[config.mk]
export PLATFORM = sky130hd
export DESIGN_NAME = mult_issue_ctrl
export DESIGN_NICKNAME = d
export VERILOG_FILES = /design/src/rtl/mult_pkg.sv /design/src/rtl/mult_op_fifo.sv /design/src/rtl/mult_issue_ctrl.sv
export SDC_FILE = /design/constraint.sdc
export NUM_CORES = 1
export LEC_CHECK = 0
export BUFFER_PORTS_ARGS = -buffer_cell sky130_fd_sc_hd__clkbuf_2
export CORE_UTILIZATION = 25
export CTS_BUF_LIST = sky130_fd_sc_hd__clkbuf_4
export CTS_CLUSTER_DIAMETER = 40
export CTS_CLUSTER_SIZE = 28
export DETAILED_ROUTE_END_ITERATION = 8
export GPL_ROUTABILITY_DRIVEN = 1
export SLEW_MARGIN = 20
export SYNTH_ARGS = -nofsm -noshare
export SYNTH_HDL_FRONTEND = slang
export SYNTH_HIERARCHICAL = 1
export SYNTH_SLANG_ARGS = --single-unit
[constraint.sdc]
create_clock -name clk -period 3.85 [get_ports clk]
set_input_delay 0 -clock clk [delete_from_list [all_inputs] [get_ports clk]]
set_output_delay 0 -clock clk [all_outputs]
set_load 0.1 [all_outputs]
[src/rtl/mult_pkg.sv]
// Package: mult_pkg
// Shared constants and FSM state type for the multiplier issue controller.
//   WIDTH         default operand width (product is 2*WIDTH)
//   FIFO_DEPTH    default operand FIFO depth (power of 2, >= 2)
//   MULT_LATENCY  default edges from sampled mult_start to valid mult_s
//   state_t       sequencer states IDLE / ISSUE / WAIT / HOLD
package mult_pkg;

    localparam int unsigned WIDTH        = 32;
    localparam int unsigned FIFO_DEPTH   = 4;
    localparam int unsigned MULT_LATENCY = 18;

    typedef enum logic [1:0] {
        IDLE  = 2'd0,
        ISSUE = 2'd1,
        WAIT  = 2'd2,
        HOLD  = 2'd3
    } state_t;

endpackage

[src/rtl/mult_op_fifo.sv]
// Module: mult_op_fifo
// Synchronous operand FIFO with show-ahead read (rdata is the head entry).
// Ports:
//   clk, rst      clock, asynchronous active-high reset
//   push, wdata   write strobe and data; ignored while full
//   pop           read strobe; ignored while empty
//   rdata         head entry, valid while !empty
//   full, empty   occupancy flags
//   count         number of stored entries (0..DEPTH)
module mult_op_fifo #(
    parameter int unsigned DW    = 64,
    parameter int unsigned DEPTH = 4,
    localparam int unsigned AW   = $clog2(DEPTH)
) (
    input  logic          clk,
    input  logic          rst,
    input  logic          push,
    input  logic [DW-1:0] wdata,
    input  logic          pop,
    output logic [DW-1:0] rdata,
    output logic          full,
    output logic          empty,
    output logic [AW:0]   count
);

    logic [DW-1:0] mem [DEPTH];
    logic [AW-1:0] wptr;
    logic [AW-1:0] rptr;
    logic          do_push;
    logic          do_pop;

    assign full    = (count == (AW+1)'(DEPTH));
    assign empty   = (count == '0);
    assign do_push = push && !full;
    assign do_pop  = pop && !empty;
    assign rdata   = mem[rptr];

    // Storage needs no reset; only pointers and count define validity.
    always_ff @(posedge clk) begin
        if (do_push) begin
            mem[wptr] <= wdata;
        end
    end

    // Pointers wrap naturally since DEPTH is a power of 2.
    always_ff @(posedge clk or posedge rst) begin
        if (rst) begin
            wptr  <= '0;
            rptr  <= '0;
            count <= '0;
        end else begin
            if (do_push) begin
                wptr <= wptr + 1'b1;
            end
            if (do_pop) begin
                rptr <= rptr + 1'b1;
            end
            case ({do_push, do_pop})
                2'b10:   count <= count + 1'b1;
                2'b01:   count <= count - 1'b1;
                default: count <= count;
            endcase
        end
    end

endmodule

[src/rtl/mult_issue_ctrl.sv]
// Module: mult_issue_ctrl
// Front-end sequencer for a serial signed multiplier. Buffers operand pairs in a FIFO,
// issues one operation at a time (start pulse + held operands), waits MULT_LATENCY edges,
// captures the result and presents it on a single-entry valid/ready output.
// Ports:
//   clk, rst                     clock, asynchronous active-high reset
//   in_valid/in_ready/in_a/in_b  operand input handshake (in_ready = !fifo full)
//   out_valid/out_ready/out_p    product output handshake
//   mult_start/mult_a/mult_b     multiplier issue interface
//   mult_s                       multiplier result, sampled only at the capture edge
//   busy                         sequencer active or operands queued
module mult_issue_ctrl #(
    parameter int unsigned WIDTH        = mult_pkg::WIDTH,
    parameter int unsigned FIFO_DEPTH   = mult_pkg::FIFO_DEPTH,
    parameter int unsigned MULT_LATENCY = mult_pkg::MULT_LATENCY
) (
    input  logic                 clk,
    input  logic                 rst,
    input  logic                 in_valid,
    output logic                 in_ready,
    input  logic [WIDTH-1:0]     in_a,
    input  logic [WIDTH-1:0]     in_b,
    output logic                 out_valid,
    input  logic                 out_ready,
    output logic [2*WIDTH-1:0]   out_p,
    output logic                 mult_start,
    output logic [WIDTH-1:0]     mult_a,
    output logic [WIDTH-1:0]     mult_b,
    input  logic [2*WIDTH-1:0]   mult_s,
    output logic                 busy
);

    import mult_pkg::*;

    localparam int unsigned CNT_W = (MULT_LATENCY > 1) ? $clog2(MULT_LATENCY) : 1;
    localparam int unsigned AW    = $clog2(FIFO_DEPTH);

    state_t               state;
    logic [CNT_W-1:0]     cnt;
    logic                 fifo_full;
    logic                 fifo_empty;
    logic [AW:0]          fifo_count;
    logic [2*WIDTH-1:0]   fifo_rdata;
    logic                 push;
    logic                 issue;

    assign in_ready = !fifo_full;
    assign push     = in_valid && in_ready;
    assign busy     = (state != IDLE) || (fifo_count != '0);

    // An issue pops the FIFO head; from HOLD it coincides with the output handshake.
    always_comb begin
        issue = 1'b0;
        case (state)
            IDLE:    issue = !fifo_empty && !out_valid;
            HOLD:    issue = out_valid && out_ready && !fifo_empty;
            default: issue = 1'b0;
        endcase
    end

    mult_op_fifo #(
        .DW    (2 * WIDTH),
        .DEPTH (FIFO_DEPTH)
    ) u_fifo (
        .clk   (clk),
        .rst   (rst),
        .push  (push),
        .wdata ({in_a, in_b}),
        .pop   (issue),
        .rdata (fifo_rdata),
        .full  (fifo_full),
        .empty (fifo_empty),
        .count (fifo_count)
    );

    always_ff @(posedge clk or posedge rst) begin
        if (rst) begin
            state      <= IDLE;
            cnt        <= '0;
            out_valid  <= 1'b0;
            out_p      <= '0;
            mult_start <= 1'b0;
            mult_a     <= '0;
            mult_b     <= '0;
        end else begin
            case (state)
                IDLE: begin
                    if (issue) begin
                        {mult_a, mult_b} <= fifo_rdata;
                        mult_start       <= 1'b1;
                        state            <= ISSUE;
                    end
                end
                ISSUE: begin
                    mult_start <= 1'b0;
                    cnt        <= CNT_W'(MULT_LATENCY - 1);
                    state      <= WAIT;
                end
                WAIT: begin
                    if (cnt == '0) begin
                        out_p     <= mult_s;
                        out_valid <= 1'b1;
                        state     <= HOLD;
                    end else begin
                        cnt <= cnt - 1'b1;
                    end
                end
                HOLD: begin
                    if (out_valid && out_ready) begin
                        out_valid <= 1'b0;
                        if (issue) begin
                            {mult_a, mult_b} <= fifo_rdata;
                            mult_start       <= 1'b1;
                            state            <= ISSUE;
                        end else begin
                            state <= IDLE;
                        end
                    end
                end
                default: state <= IDLE;
            endcase
        end
    end

endmodule
Word-level counts from Yosys, hierarchy flattened
Memory sizes are Yosys's and may differ from the RTL's.
Cells that the tools add are included.
{ "op_classes": {"add_sub_neg": 5, "mul": 0, "n_div": 0, "magnitude_cmp": 0, "eq_ne": 10, "shift": 0, "n_mux": 23, "n_bitwise": 0, "n_reduce_logical": 26} }
{ "ops": {"columns": ["operator", "count"], "rows": [
  ["two-way mux 32 bit", 4],
  ["one-hot mux 32 bit (2 select lines)", 2],
  ["one-hot mux 5 bit (2 select lines)", 1],
  ["nonzero test 2 bit", 5],
  ["one-hot mux 2 bit (4 select lines)", 1],
  ["AND reduction 2 bit", 4],
  ["two-way mux 1 bit", 7],
  ["== test 2 bit (second input constant)", 3],
  ["logical AND 1 bit", 6],
  ["two-way mux 2 bit", 3],
  ["inequality test 2 bit (second input constant)", 3],
  ["one-hot mux 3 bit (2 select lines)", 1],
  ["AND reduction 3 bit", 2],
  ["nonzero test 3 bit", 2],
  ["logical NOT 5 bit", 1],
  ["two-way mux 5 bit", 1],
  ["subtractor 5 x 1 -> 5 bit (second input constant)", 1],
  ["adder 2 x 1 -> 2 bit (second input constant)", 2],
  ["== test 2 x 1 -> 1 bit (second input constant)", 2],
  ["one-hot mux 1 bit (2 select lines)", 2],
  ["adder 3 x 1 -> 3 bit (second input constant)", 1],
  ["== test 3 bit (second input constant)", 1],
  ["logical NOT 1 bit", 3],
  ["logical NOT 3 bit", 1],
  ["5 further kinds", 5]
]} }
{ "totals": {"regBits": 144, "latchBits": 0, "ram_bits": 256, "rom_bits": 0, "input_bits": 132, "out_inout_bits": 132, "elab_cells": 75, "mem_count": 1} }
{ "memory_table": {"columns": ["name", "depth", "width", "read_ports", "rd_clocked_by_memory_dff", "write_ports", "line", "text"], "rows": [
  ["u_fifo.mem", 4, 64, 1, 0, 1, "mult_op_fifo.sv:26", "logic [DW-1:0] mem [DEPTH];"]
]} }

Logic depth before layout (Yosys ltp)
Gate-level depths: netlist of run 1.
{ "logic_depth": {"ltp_word": 7, "ltp_mapped": 14} }

By module
Netlist of run 1, hierarchy kept.
{ "modules_own_cells": {"columns": ["mod", "instances", "cells_per_inst", "area_each_um2", "seq_area_each_um2"], "rows": [
  ["mult_op_fifo", 1, 372, 9659.3, 7862.5],
  ["mult_issue_ctrl", 1, 335, 5600.4, 3428.3]
]} }

Worst setup path before layout of run 1
OpenSTA, ideal clock, no wires.
{ "synth_timing": {"kind": "register -> register", "startpoint": "reg out_valid", "endpoint": "reg u_fifo.count[2]", "arrival_ns": 2.978, "required_ns": 3.771, "path_slack_ns": 0.793, "path_stages_with_launch": 13, "period_less_slack_ns": 3.057, "path_cell_list": "dfrtp_1 -> and3_1 -> o21ai_0 -> buf_2 -> buf_2 -> inv_1 -> o31a_1 -> ha_1 -> inv_1 -> fa_1 -> xor2_1 -> nor2_1 -> xor2_1"} }
{ "synth_between": {"elab_chain_len": 6, "elab_cells_between_ends": 10, "cone_classes": "eq/ne: 2; mux: 2; reduce/logical: 6"} }
{ "synth_rtl": {"columns": ["element", "line", "text"], "rows": [
  ["start, declared", "mult_issue_ctrl.sv:23", "output logic out_valid,"],
  ["start signal, assigned", "mult_issue_ctrl.sv:80", "out_valid <= 1'b0;"],
  ["start signal, assigned", "mult_issue_ctrl.sv:102", "out_valid <= 1'b1;"],
  ["start signal, assigned", "mult_issue_ctrl.sv:110", "out_valid <= 1'b0;"],
  ["logical AND 1 bit / logical NOT 1 bit (equally long branches)", "mult_issue_ctrl.sv:56, mult_issue_ctrl.sv:55", null],
  ["logical AND 1 bit (on tied branches)", "mult_issue_ctrl.sv:56, mult_issue_ctrl.sv:55", null],
  ["one-hot mux 1 bit (2 select lines) *", "mult_issue_ctrl.sv:54", "case (state)"],
  ["named net issue", "mult_issue_ctrl.sv:45", "logic issue;"],
  ["logical AND 1 bit *", "mult_op_fifo.sv:35", "assign do_pop = pop && !empty;"],
  ["named net u_fifo.do_pop", "mult_op_fifo.sv:30", "logic do_pop;"],
  ["== test 2 x 1 -> 1 bit / == test 2 bit (equally long branches)", "mult_op_fifo.sv:58", "case ({do_push, do_pop})"],
  ["one-hot mux 3 bit (2 select lines) / nonzero test 2 bit (equally long branches)", null, null],
  ["end signal, assigned", "mult_op_fifo.sv:59", "2'b10: count <= count + 1'b1;"],
  ["end signal, assigned", "mult_op_fifo.sv:60", "2'b01: count <= count - 1'b1;"],
  ["end signal, assigned", "mult_op_fifo.sv:61", "default: count <= count;"],
  ["end, declared", "mult_op_fifo.sv:23", "output logic [AW:0] count"]
]} }
The timed path passes the listed nets; every way through them passes the cells marked *.
A chain may end at the register's enable or synchronous reset.

Final worst setup path of run 1
{ "layout_timing": {"startpoint": "reg state[0]", "endpoint": "reg u_fifo.count[2]"} }
{ "layout_between": {"elab_chain_len": 5, "elab_cells_between_ends": 8, "cone_classes": "eq/ne: 3; mux: 2; reduce/logical: 3"} }
{ "layout_rtl": {"columns": ["element", "line", "text"], "rows": [
  ["start, declared", "mult_issue_ctrl.sv:38", "state_t state;"],
  ["start signal, assigned", "mult_issue_ctrl.sv:78", "state <= IDLE;"],
  ["start signal, assigned", "mult_issue_ctrl.sv:91", "state <= ISSUE;"],
  ["start signal, assigned", "mult_issue_ctrl.sv:97", "state <= WAIT;"],
  ["== test 2 bit / logical NOT 2 bit (equally long branches)", "mult_issue_ctrl.sv:54", null],
  ["one-hot mux 1 bit (2 select lines) *", "mult_issue_ctrl.sv:54", null],
  ["named net issue", "mult_issue_ctrl.sv:45", null],
  ["logical AND 1 bit *", "mult_op_fifo.sv:35", null],
  ["named net u_fifo.do_pop", "mult_op_fifo.sv:30", null],
  ["== test 2 x 1 -> 1 bit / == test 2 bit (equally long branches)", "mult_op_fifo.sv:58", null],
  ["one-hot mux 3 bit (2 select lines) / nonzero test 2 bit (equally long branches)", null, null]
]} }
Marked as above.

==> flow_summary.yaml, run 1 <==
setup_path:
  critPathRequiredTime_ns: 4.54
  crit_path_max_fanout: 5
  crit_chain: "inv_1 > ha_1 > nor2_1 > o21ai_4 > inv_1 > o31a_1 > ha_1 > inv_1 > fa_1 > xor2_1 > nor2_1 > xor2_1"
  rrSetupSlack_ns: 1.08
  end_kind: "flip-flop"
  path_common_cell: "inv_1"
  rr_worst_depth: 12
  critPathArrivalTime_ns: 3.46
  worstSetupPathType: "flip-flop to flip-flop"
  cpMaxStageDelayCell: "fa_1"
  max_stage_delay_ns: 0.43
  r2r-end: "u_fifo/count[2]$_DFFE_PP0P_"
  r2r_start: "state[0]$_DFFE_PP0P_"
  setup.worst_path.start_class: "flip-flop"
placement:
  preCtsSetupSlack_ns: 1.09
  routabilityCongestion: 0.707
  detailed_place_hpwl_um: 19700
  port_buffers: 263
  place_area_um2: 17500
  dpl.cell_count: 1736
hold_path:
  holdCritStartpoint: "out_ready"
  hold_path_class: "input pin to flip-flop"
  hold_end: "out_valid$_DFFE_PP0P_"
  min_path_cells: 5
timing:
  setup_tns_ns: 0
  tightest_slew_ns: 0.827
  slew_violations: 0
  post-route-min-period_ns: 2.77
  max_freq_ghz: 0.361
  skew_ns: 0.0477
  hold_viol: 0
  setup_ws_ns: 1.08
  rsz0062_at_grt: "false"
  post-route-period-util: 0.719
  slew_headroom: 0.449
  setup_viol: 0
logic_synthesis:
  synthesis.area_um2: 15300
  syn_avg_cell_area_um2: 21.6
  synth_top_area_share: 0.504
  yosys-top-cells-area: "edfxtp_1, dfrtp_1, mux4_2"
  synth_edf_count: 256
  synth_ff_type: "edfxtp_1"
  netlist.top_cell.by_area: "edfxtp_1"
  ys_seq_area_frac: 0.740
  yosysMostFrequentCell: "edfxtp_1"
  yosysWarnings: 6
  synth_commonest_cells: "edfxtp_1, dfrtp_1, mux2_2, mux4_2, mux2_4"
  synthDistinctLibCells: 40
  postSynthNetCount: 852
  synth_cells: 707
  synth.ff_latch_count: 400
  async_flop_share: 0.360
grt:
  use_met3: 0.0404
  grt_use_total: 0.117
  grt_pass1_vias: 9663
  met2_usage: 0.194
  busiest_layer: "met2"
  grt_max_degree: 80
  use_met1: 0.138
  grt_pass1_wl_um: 55000
  grt_overflow: 0
  antenna_found_initial: 2
die:
  fp.dieArea_um2: 62000
  die_w_um: 249
  initial_utilization: 0.253
  core_um2: 60400
  pin_count: 264
  die_h_um: 249
  rows: 90
routing:
  via_count: 8783
  viasPerCell: 4.13
  drt-total-wl_um: 35600
  ant_nets: 0
  dr.pass1.iters: 4
  drc: 0
  drt_iter0_markers: 416
  wl_per_cell_um: 16.7
run_status:
  status: "finished clean"
clock_network:
  cts_resized: 0
  numCtsBuffers: 70
  clock_sinks: 400
  ctsHtreeMaxLevel: 3
  cts_tree: "built"
  clk_pin_slew_ns: 0.09
  clockBufferDepth: 3
  clockRootBuffer: "clkbuf_4"
  clk_latency_ns: 0.78
flow_run:
  maxCapViolations: 0
finish:
  fin_cells: 2127
  drive_gt1_frac: 0.449
  syn_to_final_growth_pct: 38.5
  fin_nets: 1431
  final_util: 0.350
  design_area_um2: 21100
pwr:
  p_leak_nw: 8.63
  cellPowerDensity_nw_per_um2: 458
  ir_drop_v: 0.000258
## cell usage in the layout, fill, tap and decap left out, types with 10 or more instances in the layout
cell type and count:
clkinv_2 10, ha_1 12, clkbuf_2 263, mux2_2 81
clkinv_1 10, clkbuf_4 77, inv_1 14, dfrtp_1 142
mux2_4 49, mux4_2 64, edfxtp_1 256, dlygate4sd3_1 260
clkinvlp_4 10
## through the flow
| step | hold WS (ns) | power (mW) |
|---|---|---|
| global route | 0.111 | 10.2 |
| finish | 0.142 | 9.68 |
| global placement | 0.0985 | 6.39 |
| detailed placement | 0.113 | 6.45 |
| CTS | 0.00143 | 9.90 |
| floorplan | -0.197 | 5.98 |
## how the worst max path moves through the flow
stage                          from                     endpoint  slack (ns)  cells after the start
6_report       state[0]$_DFFE_PP0P_  u_fifo/count[2]$_DFFE_PP0P_        1.08                     12
5_1_grt        state[0]$_DFFE_PP0P_  u_fifo/count[2]$_DFFE_PP0P_        0.86                     12
4_1_cts        state[1]$_DFFE_PP0P_       mult_a[11]$_DFFE_PP0P_        1.03                      6
3_5_place_dp   state[0]$_DFFE_PP0P_  u_fifo/count[2]$_DFFE_PP0P_        1.09                     12
3_3_place_gp   state[1]$_DFFE_PP0P_       mult_a[13]$_DFFE_PP0P_        1.13                      6
2_1_floorplan                   rst           cnt[0]$_DFFE_PP0P_        0.18                      1
## registers in the layout, indices dropped and copies added (netlist names)
signal        count
mult_a           32
mult_start        1
u_fifo/rptr       2
out_p            64
out_valid         1
cnt               5
mult_b           32
u_fifo/mem      256
u_fifo/count      3
u_fifo/wptr       2
state             2
## critical path: cells and delay by family, from the launching register on
family	cells	cell delay [ns]
fa+ha+maj	3	0.98
simple gates	2	0.41
flops	1	0.40
xor+xnor	2	0.33
compound gates	2	0.29
buf+inv	3	0.27
## timing repair
item,4_1_cts,5_1_grt
hold buffers,260,0
endpoints found under the setup margin,0,0
buffers inserted,0,0
endpoints found under the hold margin,421,0
## logic make-up after synthesis
family                     synth area share
adders and majority gates            0.0112
DFF                                   0.740
AOI/OAI and AO/OA                   0.00804
and+or+nand+nor                      0.0118
muxes                                 0.203
xor gates and xnor gates            0.00459
buffers and inverters                0.0214
## where the power goes
| group | internal, mW | switching, mW | leakage, nW | total (mW) |
|---|---|---|---|---|
| clock network | 1.36 | 1.80 | 0.556 | 3.16 |
| logic | 0.484 | 0.688 | 3.74 | 1.17 |
| registers | 5.22 | 0.128 | 4.33 | 5.34 |
## final cells by class
type / instances / area [um^2]
repair buffers: 536 / 4090
inverters: 15 / 61.3
flip-flops and latches: 400 / 11300
clock buffers: 77 / 578
clock inverters: 52 / 453
fillers: 5723 / 39200
multi-input cells: 263 / 3660
well taps: 782 / 978
diodes: 2 / 5.00
## layer usage
metal / part of all wire / vias up
li1: - / 3978
met1: 0.41 / 4465
met2: 0.49 / 269
met3: 0.072 / 69
met4: 0.027 / 2
met5: 0.00025 / -
No activity file was read; power rests on OpenSTA's default activity.
==> run 2, diff against run 1 <==
--- a/config.mk
+++ b/config.mk
@@ -5,6 +5,7 @@
 export SDC_FILE = /design/constraint.sdc
 export NUM_CORES = 1
 export LEC_CHECK = 0
+export ABC_AREA = 1
 export BUFFER_PORTS_ARGS = -buffer_cell sky130_fd_sc_hd__clkbuf_2
 export CORE_UTILIZATION = 25
 export CTS_BUF_LIST = sky130_fd_sc_hd__clkbuf_4
==> constraint.sdc (replaced) <==
create_clock -name clk -period 2.35 [get_ports clk]
set_input_delay 0 -clock clk [delete_from_list [all_inputs] [get_ports clk]]
set_output_delay 0 -clock clk [all_outputs]
set_load 0.1 [all_outputs]
==> flow_summary.yaml, run 2 <==
setup_path:
  crit_path_max_fanout: 4
  r2r_start: "state[0]$_DFFE_PP0P_"
  setup.worst_path.start_class: "flip-flop"
  critPathRequiredTime_ns: 3.04
  end_kind: "flip-flop"
  critPathArrivalTime_ns: 2.89
  critPathLaunch: "state[0]$_DFFE_PP0P_"
  worstSetupPathType: "flip-flop to flip-flop"
pwr:
  power.switching_mw: 4.73
  cellPowerDensity_nw_per_um2: 747
  p_int_mw: 12.0
  p_seq_frac: 0.521
  p_clk_frac: 0.330
  ir_drop_v: 0.000486
  sw_frac_of_total: 0.283
  p_leak_nw: 10.1
  comb_power_share: 0.150
logic_synthesis:
  postSynthNetCount: 1582
  synth_commonest_cells: "nand2_1, edfxtp_1, inv_1, dfrtp_1, o211ai_1"
  yosys-top-cells-area: "edfxtp_1, dfrtp_1, nand2_1"
  yosysMostFrequentCell: "nand2_1"
  synthesis.area_um2: 16300
  synth.ff_latch_count: 400
  netlist.top_cell.by_area: "edfxtp_1"
  synth_top_area_share: 0.472
  syn_avg_cell_area_um2: 11.3
  synth_cells: 1437
  async_flop_share: 0.360
  synth_ff_type: "edfxtp_1"
  synthDistinctLibCells: 26
  yosysWarnings: 6
  ys_seq_area_frac: 0.693
  synth_edf_count: 256
clock_network:
  cts_tree: "built"
  clockRootBuffer: "clkbuf_4"
  numCtsBuffers: 66
  clk_latency_ns: 0.81
  clock_sinks: 400
  ctsHtreeMaxLevel: 3
  clockBufferDepth: 3
  clk_pin_slew_ns: 0.11
routing:
  wl_per_cell_um: 14.9
  ant_nets: 0
  drt-total-wl_um: 43400
  dr.pass1.iters: 5
  drt_iter0_markers: 701
  drc: 0
  via_count: 12200
  viasPerCell: 4.19
finish:
  fin_cells: 2904
  drive_gt1_frac: 0.222
  max_flop_register: "u_fifo/mem"
  layout_commonest_cell: "nand2_1"
  final_util: 0.348
  layout_common_cells: "nand2_1, clkbuf_2, dlygate4sd3_1"
  largest_reg_flops: 256
  syn_to_final_growth_pct: 37.6
  fin_nets: 2136
  largestRegisters: "u_fifo/mem x256, out_p x64"
timing:
  tightest_slew_ns: 0.921
  hold_viol: 0
  slew_headroom: 0.386
  post-route-period-util: 0.939
  worst_hold_slack_ns: 0.152
  skew_ns: 0.0578
  setup_viol: 0
  max_freq_ghz: 0.453
  post-route-min-period_ns: 2.21
  slew_violations: 0
die:
  die_w_um: 257
  die_h_um: 257
  core_um2: 64500
  rows: 93
  pin_count: 264
  fp.dieArea_um2: 66200
  initial_utilization: 0.253
run_status:
  status: "finished clean"
placement:
  routabilityCongestion: 0.799
  port_buffers: 263
  detailed_place_hpwl_um: 24700
  dpl.cell_count: 2517
grt:
  grt_pass1_vias: 12500
  grt_use_total: 0.132
  grt_max_degree: 71
  grt_pass1_wl_um: 68100
  grt_overflow: 0
  antenna_found_initial: 7
flow_run:
  maxCapViolations: 0
hold_path:
  holdCritStartpoint: "mult_s[40]"
  hold_path_class: "input pin to flip-flop"
run 2: cell count changes after synthesis, moves of 26 or more:
cell,delta
mux2_2,-81
o211ai_1,+126
nand3_1,+68
mux2_4,-49
inv_1,+147
nand2_1,+548
buf_6,+26
mux4_2,-64
run 2: logic make-up (layout without fill, tap and decap cells):
family,count (synthesis),count (layout),share of synthesized area
adder cells (fa/ha/maj),13,13,0.0104
AND/OR/NAND/NOR,646,646,0.159
AO/OA/AOI/OAI,136,136,0.0615
buffers and inverters,239,844,0.0746
XOR/XNOR,3,3,0.00161
other,0,7,0
flip-flops,400,400,0.693
run 2: area by class of cell:
cell class | count | area [um^2]
antenna | 7 | 17.5
clock buffer | 74 | 556
clock inverter | 45 | 524
fill | 6305 | 42000
inverter | 163 | 626
multi-input combinational | 798 | 3870
sequential | 400 | 11300
tap | 855 | 1070
timing repair buffer | 562 | 4460
run 2: metal layers:
layer | GRT usage | part of all wire
met2 | 0.232 | 0.49
met3 | 0.0336 | 0.064
met4 | 0.0565 | 0.029
met1 | 0.152 | 0.41
met5 | 0 | 0.00018
run 2: final timing paths:
path                            cells after the start  slack [ns]                          end
min in group asynchronous                           4        0.42  u_fifo/count[1]$_DFFE_PP0P_
worst min register to register                      2        0.48        out_p[27]$_DFFE_PP0P_
worst min-delay path                                4        0.15        out_p[40]$_DFFE_PP0P_
max in group asynchronous                           5        1.02       mult_a[11]$_DFFE_PP0P_
worst max register to register                     12        0.14  u_fifo/count[1]$_DFFE_PP0P_
worst max-delay path                               12        0.14  u_fifo/count[1]$_DFFE_PP0P_
run 2: per-stage QoR:
| stage | cell area [um^2] | worst slack (ns) | power (mW) | setup TNS [ns] |
|---|---|---|---|---|
| after floorplan | 16300 | -0.693 | 10.0 | -133.13 |
| after global placement | 18700 | -0.00134 | 11.0 | -0.00134 |
| after detailed placement | 18700 | -0.0514 | 11.1 | -0.0514 |
| after CTS | 22400 | 0.0299 | 17.1 | 0 |
| after global routing | 22400 | -0.0125 | 17.7 | -0.0125 |
| final | 22400 | 0.143 | 16.7 | 0 |
run 2: worst max-delay path: stages, from the launching register on:
cell,delay [ns]
dfrtp_1,0.42
buf_4,0.16
ha_2,0.20
inv_1,0.09
nand2_2,0.09
nand3_4,0.09
clkinv_2,0.06
nand2_1,0.08
inv_1,0.04
ha_1,0.18
inv_1,0.11
fa_2,0.43
o21ai_0,0.16
run 2: repair_timing:
item | CTS | global route
hold buffers | 259 | 0
setup endpoints to repair | 1 | 45
pin swaps | 0 | 1
setup buffers | 0 | 2
gates resized for setup | 1 | 5
endpoints found under the hold margin | 491 | 0
run 2: power groups by stage:
stage               Clock, mW  Sequential, mW  Combinational (mW)
floorplan                   0            8.87                1.16
global placement            0            8.84                2.17
detailed placement          0            8.88                2.21
CTS                      5.78            8.72                2.56
global route             6.07            8.79                2.80
finish                   5.53            8.72                2.51
==> run 3, diff against run 2 <==
--- a/config.mk
+++ b/config.mk
@@ -5,7 +5,6 @@
 export SDC_FILE = /design/constraint.sdc
 export NUM_CORES = 1
 export LEC_CHECK = 0
-export ABC_AREA = 1
 export BUFFER_PORTS_ARGS = -buffer_cell sky130_fd_sc_hd__clkbuf_2
 export CORE_UTILIZATION = 25
 export CTS_BUF_LIST = sky130_fd_sc_hd__clkbuf_4
@@ -18,3 +17,4 @@
 export SYNTH_HDL_FRONTEND = slang
 export SYNTH_HIERARCHICAL = 1
 export SYNTH_SLANG_ARGS = --single-unit
+export TNS_END_PERCENT = 20
==> flow_summary.yaml, run 3 (synthesized netlist as in run 1, its figures left out) <==
setup_path:
  rrSetupSlack_ns: 0.13
  cpMaxStageDelayCell: "dfrtp_1"
  crit_chain: "buf_6 > ha_4 > and3_4 > o21ai_4 > inv_1 > o31a_1 > ha_2 > inv_2 > fa_2 > xor2_1 > nor2_1 > xor2_1"
  crit_family: "adder cells"
  end_kind: "flip-flop"
  path_common_cell: "xor2_1"
  crit_buf_inv: 3
  setup.worst_path.start_class: "flip-flop"
  r2r-end: "u_fifo/count[2]$_DFFE_PP0P_"
  rr_worst_depth: 12
  r2r_start: "state[1]$_DFFE_PP0P_"
  critPathRequiredTime_ns: 3.06
  crit_path_max_fanout: 3
  max_stage_delay_ns: 0.40
  worstSetupPathType: "flip-flop to flip-flop"
  critPathArrivalTime_ns: 2.92
hold_path:
  hold_path_class: "input pin to flip-flop"
  holdCritStartpoint: "out_ready"
  hold_end: "out_valid$_DFFE_PP0P_"
  min_path_cells: 5
timing:
  hold_viol: 0
  max_freq_ghz: 0.451
  rsz0062_at_grt: "false"
  post-route-min-period_ns: 2.22
  slew_violations: 0
  post-route-period-util: 0.943
  slew_headroom: 0.462
  setup_viol: 0
  skew_ns: 0.0334
  tightest_slew_ns: 0.808
routing:
  viasPerCell: 4.10
  drt-total-wl_um: 35600
  dr.max_layer_used: "met5"
  dr_wl_met3_um: 2370
  drt-met1-wl_um: 14700
  wl_per_cell_um: 16.5
  dr.pass1.iters: 4
  drc: 0
  ant_nets: 0
  via_count: 8848
  wl_met2_um: 17400
  drt_iter0_markers: 350
clock_network:
  clk_pin_slew_ns: 0.11
  clock_sinks: 400
  numCtsBuffers: 69
  clk_latency_ns: 0.77
  clockBufferDepth: 3
  cts_tree: "built"
  clockRootBuffer: "clkbuf_4"
  ctsHtreeMaxLevel: 3
finish:
  final_util: 0.360
  layout_common_cells: "clkbuf_2, dlygate4sd3_1, edfxtp_1"
  largest_reg_flops: 256
  drive_gt1_frac: 0.472
  fin_nets: 1464
  fin_cells: 2157
  max_flop_register: "u_fifo/mem"
  syn_to_final_growth_pct: 42.5
  largestRegisters: "u_fifo/mem x256, out_p x64"
  fillers: 5661
  layout_commonest_cell: "clkbuf_2"
die:
  rows: 90
  initial_utilization: 0.253
  core_um2: 60400
  die_h_um: 249
  fp.dieArea_um2: 62000
  pin_count: 264
  die_w_um: 249
grt:
  grt_pass1_wl_um: 55500
  antenna_found_initial: 3
  grt_use_total: 0.117
  grt_overflow: 0
  grt_max_degree: 90
  grt_pass1_vias: 9818
placement:
  port_buffers: 263
  routabilityCongestion: 0.747
  detailed_place_hpwl_um: 20800
  dpl.cell_count: 1765
pwr:
  cellPowerDensity_nw_per_um2: 770
  p_leak_nw: 8.92
  ir_drop_v: 0.000535
flow_run:
  maxCapViolations: 0
run_status:
  status: "finished clean"
## run 3: area by class of cell
cell class                 instances  area, um^2  area share
clock buffer                      73         548      0.0252
tap                              782         978      0.0450
antenna                            2        5.00    0.000230
inverter                          15        60.1     0.00276
timing repair buffer             570        4510       0.207
multi-input combinational        263        3710       0.171
clock inverter                    52         633      0.0291
sequential                       400       11300       0.520
## run 3: how the worst max path moves through the flow
stage	startpoint	endpoint	slack [ns]	depth (start not counted)
after floorplan	out_valid$_DFFE_PP0P_	u_fifo/count[2]$_DFFE_PP0P_	-0.71	12
after global placement	state[1]$_DFFE_PP0P_	u_fifo/count[2]$_DFFE_PP0P_	0.02	12
after detailed placement	state[0]$_DFFE_PP0P_	u_fifo/count[2]$_DFFE_PP0P_	-0.03	12
after CTS	state[1]$_DFFE_PP0P_	u_fifo/count[2]$_DFFE_PP0P_	-0.02	12
after global routing	state[1]$_DFFE_PP0P_	u_fifo/count[2]$_DFFE_PP0P_	0.008	12
final	state[1]$_DFFE_PP0P_	u_fifo/count[2]$_DFFE_PP0P_	0.13	12
## run 3: power by group
group | switching [mW] | total, mW | internal, mW
logic | 1.15 | 2.08 | 0.930
registers | 0.211 | 8.75 | 8.53
clock network | 2.97 | 5.91 | 2.94
total | 4.33 | 16.7 | 12.4
## run 3: worst register-to-register path, delay by kind of cell, from the launching register on
family | cells | cell delay (ns)
and+or+nand+nor | 2 | 0.34
adders and majority gates | 3 | 0.67
DFF | 1 | 0.40
xor gates and xnor gates | 2 | 0.29
AOI/OAI and AO/OA | 2 | 0.23
buffers and inverters | 3 | 0.22
## run 3: routing by layer
| layer | global-route usage | vias up |
|---|---|---|
| li1 | - | 4039 |
| met1 | 0.137 | 4461 |
| met2 | 0.193 | 272 |
| met3 | 0.0388 | 74 |
| met4 | 0.0526 | 2 |
| met5 | 0 | - |
## run 3: timing repair
action	4_1_cts	5_1_grt
pin swaps	0	4
endpoints found under the hold margin	502	0
setup buffers	0	5
setup endpoints to repair	2	1
cloned	0	0
hold buffers	260	0
gates resized for setup	8	8
## run 3: metrics by stage
| stage | setup TNS, ns | setup WS (ns) | total power, mW | hold WS, ns | cell area [um^2] |
|---|---|---|---|---|---|
| final | 0 | 0.133 | 16.7 | 0.163 | 21700 |
| after global routing | 0 | 0.00796 | 17.5 | 0.155 | 21700 |
| after CTS | -0.0212 | -0.0212 | 17.1 | 0.0161 | 21700 |
| after detailed placement | -0.0316 | -0.0316 | 10.7 | 0.00655 | 17800 |
| after global placement | 0 | 0.0245 | 10.6 | 0.00448 | 17800 |
| after floorplan | -137.78 | -0.707 | 9.80 | -0.197 | 15300 |
